### config.mk
export PLATFORM = sky130hd
export DESIGN_NAME = argmax_scheduler
export DESIGN_NICKNAME = d
export VERILOG_FILES = /design/src/rtl/fc_pkg.sv /design/src/rtl/score_compare.sv /design/src/rtl/argmax_scheduler.sv
export SDC_FILE = /design/constraint.sdc
export NUM_CORES = 1
export LEC_CHECK = 0
export ABC_AREA = 1
export BUFFER_PORTS_ARGS = -buffer_cell sky130_fd_sc_hd__buf_2
export CORE_MARGIN = 4
export CORE_UTILIZATION = 40
export CTS_BUF_LIST = sky130_fd_sc_hd__clkbuf_16
export DETAILED_ROUTE_END_ITERATION = 10
export PLACE_DENSITY = 0.67
export SETUP_SLACK_MARGIN = 0.2
export SYNTH_ARGS = -nofsm -noshare
export SYNTH_HDL_FRONTEND = slang
export SYNTH_SLANG_ARGS = --single-unit
export TNS_END_PERCENT = 5
### constraint.sdc
create_clock -name clk -period 1.8 [get_ports clk]
set_input_delay 0.36 -clock clk [delete_from_list [all_inputs] [get_ports clk]]
set_output_delay 0.36 -clock clk [all_outputs]
set_load 0.01 [all_outputs]
### src/rtl/fc_pkg.sv
// rtl/fc_pkg.sv - shared types and constants for the FC output stage
package fc_pkg;

  // Controller states for the sequential argmax
  typedef enum logic [1:0] {
    IDLE  = 2'd0,
    ACCUM = 2'd1,
    HOLD  = 2'd2
  } argmax_state_t;

  // Default score width (two's-complement signed fixed point)
  localparam int DATA_W_DEF = 16;

  // Width of the class index presented on class_out
  localparam int IDX_W = 16;

endpackage

### src/rtl/score_compare.sv
// rtl/score_compare.sv - signed strict greater-than of two scores
module score_compare #(
  parameter int DATA_W = 16
) (
  input  logic [DATA_W-1:0] a_i,
  input  logic [DATA_W-1:0] b_i,
  output logic              gt_o
);

  // Strict compare so that equal scores never displace the earlier index
  assign gt_o = $signed(a_i) > $signed(b_i);

endmodule

### src/rtl/argmax_scheduler.sv
// rtl/argmax_scheduler.sv - sequential argmax over a stream of class scores (option: ARGMAX_SCORE_OUT_EN)
module argmax_scheduler
  import fc_pkg::*;
#(
  parameter int NUM_CLASSES = 10,
  parameter int DATA_W      = DATA_W_DEF
) (
  input  logic              clk,
  input  logic              rst_n,
  input  logic              start,
  input  logic              in_valid,
  output logic              in_ready,
  input  logic [DATA_W-1:0] in_data,
  input  logic              in_last,
  output logic              out_valid,
  input  logic              out_ready,
  output logic [IDX_W-1:0]  class_out,
`ifdef ARGMAX_SCORE_OUT_EN
  output logic [DATA_W-1:0] score_out,
`endif
  output logic              err,
  output logic              busy
);

  argmax_state_t     state_q;
  logic [IDX_W-1:0]  count_q;
  logic [IDX_W-1:0]  count_d;
  logic [IDX_W-1:0]  best_idx_q;
  logic [DATA_W-1:0] best_val_q;
  logic              in_ready_q;
  logic              out_valid_q;
  logic              busy_q;
  logic              err_q;

  logic              gt;
  logic              take_new;
  logic              cnt_end;
  logic              term;

  // The single shared comparator: incoming score against the running best
  score_compare #(
    .DATA_W(DATA_W)
  ) u_cmp (
    .a_i (in_data),
    .b_i (best_val_q),
    .gt_o(gt)
  );

  // Beat bookkeeping: first beat always loads, later beats load only on a strict win
  always_comb begin
    count_d  = count_q + IDX_W'(1);
    cnt_end  = (count_q == IDX_W'(NUM_CLASSES - 1));
    term     = in_last || cnt_end;
    take_new = (count_q == '0) || gt;
  end

  // Controller FSM with registered handshake, status and result outputs
  always_ff @(posedge clk or negedge rst_n) begin
    if (!rst_n) begin
      state_q     <= IDLE;
      count_q     <= '0;
      best_idx_q  <= '0;
      best_val_q  <= '0;
      in_ready_q  <= 1'b0;
      out_valid_q <= 1'b0;
      busy_q      <= 1'b0;
      err_q       <= 1'b0;
    end else begin
      case (state_q)
        IDLE: begin
          if (start) begin
            state_q    <= ACCUM;
            count_q    <= '0;
            best_idx_q <= '0;
            best_val_q <= '0;
            err_q      <= 1'b0;
            in_ready_q <= 1'b1;
            busy_q     <= 1'b1;
          end
        end
        ACCUM: begin
          if (in_valid) begin
            count_q <= count_d;
            if (take_new) begin
              best_val_q <= in_data;
              best_idx_q <= count_q;
            end
            if (term) begin
              state_q     <= HOLD;
              in_ready_q  <= 1'b0;
              out_valid_q <= 1'b1;
              // Length mismatch: producer's marker and our count disagree
              err_q       <= in_last ^ cnt_end;
            end
          end
        end
        HOLD: begin
          if (out_ready) begin
            state_q     <= IDLE;
            out_valid_q <= 1'b0;
            busy_q      <= 1'b0;
          end
        end
        default: begin
          state_q     <= IDLE;
          in_ready_q  <= 1'b0;
          out_valid_q <= 1'b0;
          busy_q      <= 1'b0;
        end
      endcase
    end
  end

  assign in_ready  = in_ready_q;
  assign out_valid = out_valid_q;
  assign busy      = busy_q;
  assign err       = err_q;
  assign class_out = best_idx_q;
`ifdef ARGMAX_SCORE_OUT_EN
  assign score_out = best_val_q;
`endif

endmodule

Word level (Yosys, flattened, before mapping)
Cells that the tools add are included.
- equal/unequal tests: 8
- reduce and logical (&&, ||, !) cells: 12
- $lt $le $gt $ge: 1
- bitwise operators: 4
- mux-type cells: 27
- add/sub/neg operators: 1
- operator list (operator ; count):
    2-to-1 mux 16 bit ; 6
    one-hot mux 16 bit (2 select lines) ; 3
    AND reduction 4 bit ; 5
    adder 16 x 1 -> 16 bit (second input constant) ; 1
    == test 16 x 4 -> 1 bit (second input constant) ; 1
    > comparator 16 bit ; 1
    zero test 16 bit ; 1
    != test 2 bit (second input constant) ; 5
    2-to-1 mux 1 bit ; 9
    one-hot mux 1 bit (3 select lines) ; 3
    2-to-1 mux 2 bit ; 4
    one-hot mux 2 bit (3 select lines) ; 1
    AND reduction 3 bit ; 2
    NOT 1 bit ; 3
    == test 2 x 1 -> 1 bit (second input constant) ; 1
    == test 2 bit (second input constant) ; 1
    zero test 2 bit ; 1
    logical OR 1 bit ; 2
    one-hot mux 1 bit (2 select lines) ; 1
    nonzero test 2 bit ; 1
    XOR 1 bit ; 1
- bits in registers: 54
- output and inout bits: 20
- logic and storage cells: 61
- bits of input ports: 22

Logic depth before layout (Yosys ltp)
Gate-level depths: netlist of run 1.
- word-level depth: 5
- mapped depth: 16

By module
Synthesis of run 1 repeated with hierarchy kept, for this count alone.
- cells, all modules: 435
- area total of the unflattened synthesis: 3185.6 um^2
- modules (own cells, without submodules) (module ; cells an instance ; instances ; sequential area each (um^2) ; area an instance (um^2)):
    argmax_scheduler ; 360 ; 1 ; 1351.3 ; 2735.1
    score_compare ; 75 ; 1 ; 0.0 ; 450.4

Least setup slack after synthesis of run 1
No wires, ideal clock.
- kind: in2reg
- from: in in_data[7]
- to: reg best_idx_q[10] (netlist: class_out[10])
- setup slack: 0.026 ns
- stages: 13
- buffers on the path: 1
- data required time: 1.683 ns
- arrival time: 1.657 ns
- setup time: 0.117 ns
- cell sequence: ha_1 > nand2_1 > nor2_1 > nand3_1 > nand3_1 > nand2_1 > a21oi_1 > nand2_1 > nand2_2 > nand2_2 > buf_2 > nand2_1 > nand2_1
- cells in the longest elaborated chain, start to end: 4
- ends and longest elaborated chain (what ; RTL line ; text):
    from (decl) ; argmax_scheduler.sv:13 ; input logic [DATA_W-1:0] in_data,
    > comparator 16 bit ; score_compare.sv:11 ; assign gt_o = $signed(a_i) > $signed(b_i);
    logical OR 1 bit ; argmax_scheduler.sv:54 ; take_new = (count_q == '0) || gt;
    != test 2 bit (no source line) ; n/a ;
    AND reduction 4 bit (no source line) ; n/a ;
    to (signal assigned) ; argmax_scheduler.sv:86 ; best_idx_q <= count_q;
    to (decl) ; argmax_scheduler.sv:28 ; logic [IDX_W-1:0] best_idx_q;
Every way passes these cells.
A chain may end at the register's enable or synchronous reset.

Final worst setup path of run 1
- from: reg best_val_q[11]
- to: reg best_idx_q[12] (netlist: class_out[12])
- cells in the longest elaborated chain, start to end: 4
- ends and longest elaborated chain (what ; RTL line ; text):
    from (decl) ; argmax_scheduler.sv:29 ; logic [DATA_W-1:0] best_val_q;
    from (signal assigned) ; argmax_scheduler.sv:85 ; best_val_q <= in_data;
    > comparator 16 bit ; score_compare.sv:11 ;
    logical OR 1 bit ; argmax_scheduler.sv:54 ;
    != test 2 bit (no source line) ; n/a ;
    AND reduction 4 bit (no source line) ; n/a ;
Every way passes these cells.

==> run metrics, run 1 <==
ratio of cells with drive above 1 in the final layout=just under 30%; vias in the first global route=3083; area taken by multi-input logic gates=1750 sq um; routed vias/inst=4.84; Hold Crit Class=input port to asynchronous set/reset pin; CTS Root Cell=clkbuf_16; Synth top cells by count=nand2_1 (107), inv_1 (72), nor2_1 (55); DRT Pass-1 Iters=4; Post-DP HPWL=around 5.5 mm; Synth top area share=42.1%; Synth cell types=28; port buffer count=approximately 40; post-layout util=55.0%; CTS Buf Count=5; Tmin final=1980 ps; Mean Syn Cell Area=7.35 sq um; Seq/Total Area, Yosys=42.1%; Rows=32; ys flop type=dfrtp_1; GPL Wtd Cong=0.811; Critical Path Sink Type=register; Max Freq=slightly above 500 MHz; gate count after technology mapping=approximately 440; Slew HR=71.8%; die height=a little under 100 microns; FF/Latch Area=1350 sq um; reg2reg end=class_out[12]; number of H-tree levels=2; CTS max path bufs=2; Tcrit/Tclk final=110%; CTS Sinks=54; first-pass GRT wire length=13.8 mm; DIE WIDTH=between 90 and 100 microns; top post-synthesis cells by area=dfrtp_1 (42%), nand2_1 (13%), inv_1 (8.4%), ha_1 (7.8%), nand3_1 (7.0%); outcome=finished, violations left; Crit Path Category=register to register; Max IR drop VDD=774 uV; Core ar.=7770 sq um; Routed WL per cell=~13 microns; Fillers=around 730; Initial Util=between 40% and 50%; largest net degree at the start of global routing=33; endpoints failing setup=32; post-synthesis cell type with the largest combined area=dfrtp_1; Pleak=~2.3 nW; asr flop ratio synth=between 90% and 100%; setup_tns=-5110 ps; CTS tree=built; most numerous cell in the Yosys netlist=nand2_1; share of power burned in registers=roughly 31%; synthesis-to-finish area growth=33.0%; Post-synth EDFFs=0; Max-cap violations=0; ANT nets after route=0; GR Overflow Total=0; P_int=roughly 3.2 mW; Final Skew=10.2 ps; Vias=3000; Critical Path Source=best_val_q[11]; clock share of power=between 15 and 20%; switching power=about 2.3 mW; Startpoint Class=register; Max Slew Vio Count=0; Final Hold Fails=6; PwrDens=between 1000 and 1500 nW/um^2; drt drc=0; Fin Hold WS=-5.96 ps; Least-Margin Pin Slew=approximately 420 ps; GRT Resource Usage Total=17.0%; Ys Warns=0; WL final=~7.8 mm; post-synth net total=479; switch share=41.5%; Crit path required time=approximately 2000 ps; PnR worst setup slack=-179 ps; failing checks=hold timing, setup timing; Gate power share=about half; RSZ-0062 raised after global routing=yes; Crit path arrival time=around 2200 ps; initial antenna violation count=0; DRT iter0 DRCs=84; Final #Nets=559; Yosys reg bits=54; Reg2Reg Setup Slack=-180 ps; CP max FO=11; cts hold-fix bufs=0; antenna cells=0; Die Area=around 9500 sq um; Synth Cell Area=~3200 sq um; worst r2r path cells=14; clock-pin slew on the worst setup and hold paths=70 ps; I/O pins=42; Clock Latency Late Sink=290 ps; worst reg2reg startpoint=best_val_q[11]
==> metrics by stage <==
stage | hold WS [ps] | instance area (sq um) | cells | worst slack (ps) | power, mW
after floorplan | 64.4 | 3280 | 437 | 87.9 | 3.32
after global placement | 311 | 3840 | 602 | -279 | 4.00
after detailed placement | 320 | 3840 | 602 | -289 | 4.07
after CTS | 6.19 | 4210 | 617 | -117 | 5.47
after global routing | 18.1 | 4270 | 620 | -298 | 6.00
final | -5.96 | 4270 | 620 | -179 | 5.52
==> power groups by stage <==
stage / Sequential [mW] / Clock [mW] / Combinational, mW
2_1_floorplan: 1.72 / 0 / 1.60
3_3_place_gp: 1.71 / 0 / 2.29
3_5_place_dp: 1.72 / 0 / 2.35
4_1_cts: 1.70 / 0.960 / 2.80
5_1_grt: 1.75 / 1.01 / 3.24
6_report: 1.72 / 0.939 / 2.86
==> cells in the final DEF, fill, tap and decap left out, types with 4 or more instances in the layout <==
master / netlist / final
nand2_1: 107 / 102
inv_1: 72 / 60
dfrtp_1: 54 / 52
nor2_1: 55 / 48
nand3_1: 45 / 43
buf_2: 9 / 41
buf_4: 0 / 37
inv_2: 3 / 16
a21oi_1: 17 / 16
o21ai_0: 13 / 11
ha_1: 20 / 11
ha_4: 0 / 8
nand4_1: 7 / 7
nor3_1: 9 / 6
nor2_2: 0 / 5
nand2_2: 3 / 5
clkbuf_16: 0 / 5
nor3_2: 1 / 4
nand2_4: 1 / 4
buf_12: 0 / 4
==> cell type report <==
class | count | area share (%)
clock buffer | 5 | 2.93
inverter | 75 | 6.59
sequential | 54 | 31.7
clock inverter | 3 | 0.410
timing repair buffer | 85 | 14.4
tap | 102 | 2.99
multi-input combinational | 296 | 40.9
==> sequential cells by signal, summed over array words and instances, names as in the netlist <==
register    count
best_val_q     16
class_out      16
count_q        16
state_q         2
busy            1
err             1
in_ready        1
out_valid       1
==> how the worst max path moves through the flow <==
stage	slack, ps	endpoint	cells after the start
2_1_floorplan	90	class_out[10]	14
3_3_place_gp	-280	class_out[7]	11
3_5_place_dp	-290	class_out[15]	11
4_1_cts	-120	class_out[12]	16
5_1_grt	-300	best_val_q[1]	15
6_report	-180	class_out[12]	14
==> routing by layer <==
layer	vias to the layer above	GRT usage, %	wire, microns
met4	0	3.62	58
met2	58	31.3	4070
met5	-	0	0
met1	1401	20.9	3430
li1	1534	-	-
met3	7	2.66	289
==> worst max-delay path, cell delays in order (launching register included) <==
cell and delay, ps:
dfrtp_1 380, inv_2 60, ha_4 260, nand2_2 60, buf_4 130, nor3_2 190
nand2_2 90, nand2_1 60, nand2_1 40, nand2_1 90, nand2_4 90, buf_12 150
buf_12 130, nand3_1 70, nand2_1 60
==> kinds of logic (layout without fill, tap and decap cells) <==
group | after synthesis | after routing | synth area share, %
AOI/OAI and AO/OA | 36 | 36 | 6.00
xor gates and xnor gates | 3 | 3 | 0.819
adders and majority gates | 20 | 20 | 7.79
buffers and inverters | 89 | 168 | 10.8
DFF | 54 | 54 | 42.1
and+or+nand+nor | 235 | 237 | 32.5
==> what timing repair did <==
| action | CTS | global route |
|---|---|---|
| gates cloned | 3 | 0 |
| pin swaps | 18 | 7 |
| setup buffers | 4 | 3 |
| endpoints found under the setup margin | 47 | 51 |
| resized for setup | 31 | 15 |
Note: power is estimated with default switching activity, not from simulation.
==> inputs of run 2 (changes only) <==
--- a/config.mk
+++ b/config.mk
@@ -8,10 +8,10 @@
 export ABC_AREA = 1
 export BUFFER_PORTS_ARGS = -buffer_cell sky130_fd_sc_hd__buf_2
 export CORE_MARGIN = 4
-export CORE_UTILIZATION = 40
+export CORE_UTILIZATION = 50
 export CTS_BUF_LIST = sky130_fd_sc_hd__clkbuf_16
 export DETAILED_ROUTE_END_ITERATION = 10
-export PLACE_DENSITY = 0.67
+export PLACE_DENSITY = 0.79
 export SETUP_SLACK_MARGIN = 0.2
 export SYNTH_ARGS = -nofsm -noshare
 export SYNTH_HDL_FRONTEND = slang
==> run 2 against run 1 <==
  * The flow finishes with violations (setup timing)
  * Count of clock-buffer cells in the layout is the same
  * Global-route usage up 7.0 points
  * Hold slack improved by 42 ps
  * Clock power up 2.7%
  * Sequential cell count did not move
  * Wire length up 9.6%
  * First-iteration DRC count grew 110%
  * Combinational power rose by 9.1%
  * Maximum frequency decreased by 0.73%
  * Clock skew down 4.4 ps
  * Die area shrank 18%
  * Total power up 5.3%
  * Critical path type unchanged
==> run metrics, run 2 (synthesis gave the netlist of run 1 again) <==
endpoints failing setup=32; Crit path arrival time=between 2000 and 2500 ps; clock share of power=around 17%; Initial Util=a little over half; Clock Latency Late Sink=just under 300 ps; switch share=a little over two fifths; commonest non-fill, non-tap cell in the layout=nand2_1; routed length on met2=4.57 mm; Post-DP HPWL=5.61 mm; Crit path required time=a little under 2000 ps; Tcrit/Tclk final=111%; share of power burned in registers=29.7%; outcome=finished, violations left; CTS tree=built; Least-Margin Pin Slew=roughly 460 ps; CTS max path bufs=2; RSZ-0062 raised after global routing=yes; initial antenna violation count=0; PwrDens=roughly 1400 nW/um^2; P_int=3.27 mW; area taken by multi-input logic gates=roughly 1900 sq um; failing checks=setup timing; CP max FO=8; WL final=~8.6 mm; routed vias/inst=5.33; DRT iter0 DRCs=180; GRT Resource Usage Total=24.0%; WL met3=slightly below 500 microns; port buffer count=slightly above 40; first-pass GRT wire length=between 10 and 15 mm; antenna cells=0; CTS Buf Count=5; ANT nets after route=0; Rows=28; synthesis-to-finish area growth=33.6%; Hold Crit Class=input port to asynchronous set/reset pin; Fin Hold WS=between 30 and 40 ps; Vias=3140; Final #Nets=around 560; Slew HR=69.6%; Routed WL per cell=approximately 15 microns; CTS Sinks=54; clock-pin slew on the worst setup and hold paths=roughly 70 ps; Tmin final=approximately 2000 ps; Critical Path Sink Type=register; Final Hold Fails=0; Crit Path Category=register to register; most frequent cells in the layout=nand2_1 (90), inv_1 (61), dfrtp_1 (54); setup_tns=-5720 ps; DRT Pass-1 Iters=4; largest net degree at the start of global routing=35; PnR worst setup slack=-194 ps; FF/Latch Area=roughly 1400 sq um; Core ar.=6060 sq um; I/O pins=42; GPL Wtd Cong=0.843; Max IR drop VDD=between 1000 and 1500 uV; metal1 wirelength=between 3 and 4 mm; Startpoint Class=register; switching power=2.54 mW; Gate power share=a little over half; ratio of cells with drive above 1 in the final layout=31.5%; Highest Signal Layer=met4; Max-cap violations=0; drt drc=0; Max Slew Vio Count=0; Final Skew=5.87 ps; Fillers=between 400 and 500; CTS Root Cell=clkbuf_16; Die Area=7770 sq um; die height=88.1 microns; Max Freq=about 500 MHz; Pleak=between 2 and 2.5 nW; DIE WIDTH=between 80 and 90 microns; GR Overflow Total=0; vias in the first global route=3213; number of H-tree levels=2
[run 2: power by group through the flow]
stage               sequential [mW]  clock [mW]  combinational [mW]
global route                   1.76        1.03                3.45
floorplan                      1.72           0                1.60
finish                         1.73       0.964                3.12
global placement               1.71           0                2.11
CTS                            1.70       0.972                2.82
detailed placement             1.72           0                2.20
[run 2: what timing repair did]
item,4_1_cts,5_1_grt
buffers inserted,6,5
endpoints found under the setup margin,44,51
endpoints found under the hold margin,0,0
pin swaps,22,15
gates resized for setup,38,33
hold buffers,0,0
cloned,4,0
[run 2: routing by layer]
layer  vias up  GRT usage (%)
li1       1533              -
met1      1491           28.3
met2        98           43.6
met3        18           3.95
met4         0           9.20
met5         -              0
[run 2: stage by stage]
stage / power, mW / cells / instance area, sq um / setup slack, ps / utilization [%]
2_1_floorplan: 3.32 / 437 / 3280 / 87.9 / -
3_3_place_gp: 3.82 / 566 / 3700 / -234 / 61.0
3_5_place_dp: 3.92 / 566 / 3700 / -310 / 61.0
4_1_cts: 5.49 / 584 / 4130 / -112 / 68.1
5_1_grt: 6.25 / 589 / 4290 / -328 / 70.8
6_report: 5.81 / 589 / 4290 / -194 / 70.8
[run 2: cell type report]
| class | count | area share, % |
|---|---|---|
| clock buffer | 5 | 2.92 |
| sequential | 54 | 31.5 |
| tap | 75 | 2.19 |
| clock inverter | 3 | 0.379 |
| timing repair buffer | 80 | 13.0 |
| multi-input combinational | 297 | 43.5 |
| inverter | 75 | 6.56 |
[run 2: worst paths after layout]
kind                          startpoint             to  slack, ps  depth (start not counted)
hold reg to reg             class_out[9]   class_out[9]        470                          2
setup reg to reg           best_val_q[1]  best_val_q[6]       -190                         14
hold / removal                     rst_n  best_val_q[8]         40                          2
setup / recovery           best_val_q[1]  best_val_q[6]       -190                         14
max in group asynchronous          rst_n     count_q[1]       1350                          2
min in group clk                in_valid     count_q[0]        380                          3
[run 2: critical path, cell delays in order, from the launching register on]
cell	delay [ps]
dfrtp_1	360
inv_1	70
ha_4	270
inv_1	40
o21bai_1	190
nand3_2	110
nand3_2	80
nand2_2	60
a21oi_2	150
nand2_2	80
nand2_4	90
buf_12	160
nand2_8	90
nand2_2	90
nand2_2	40
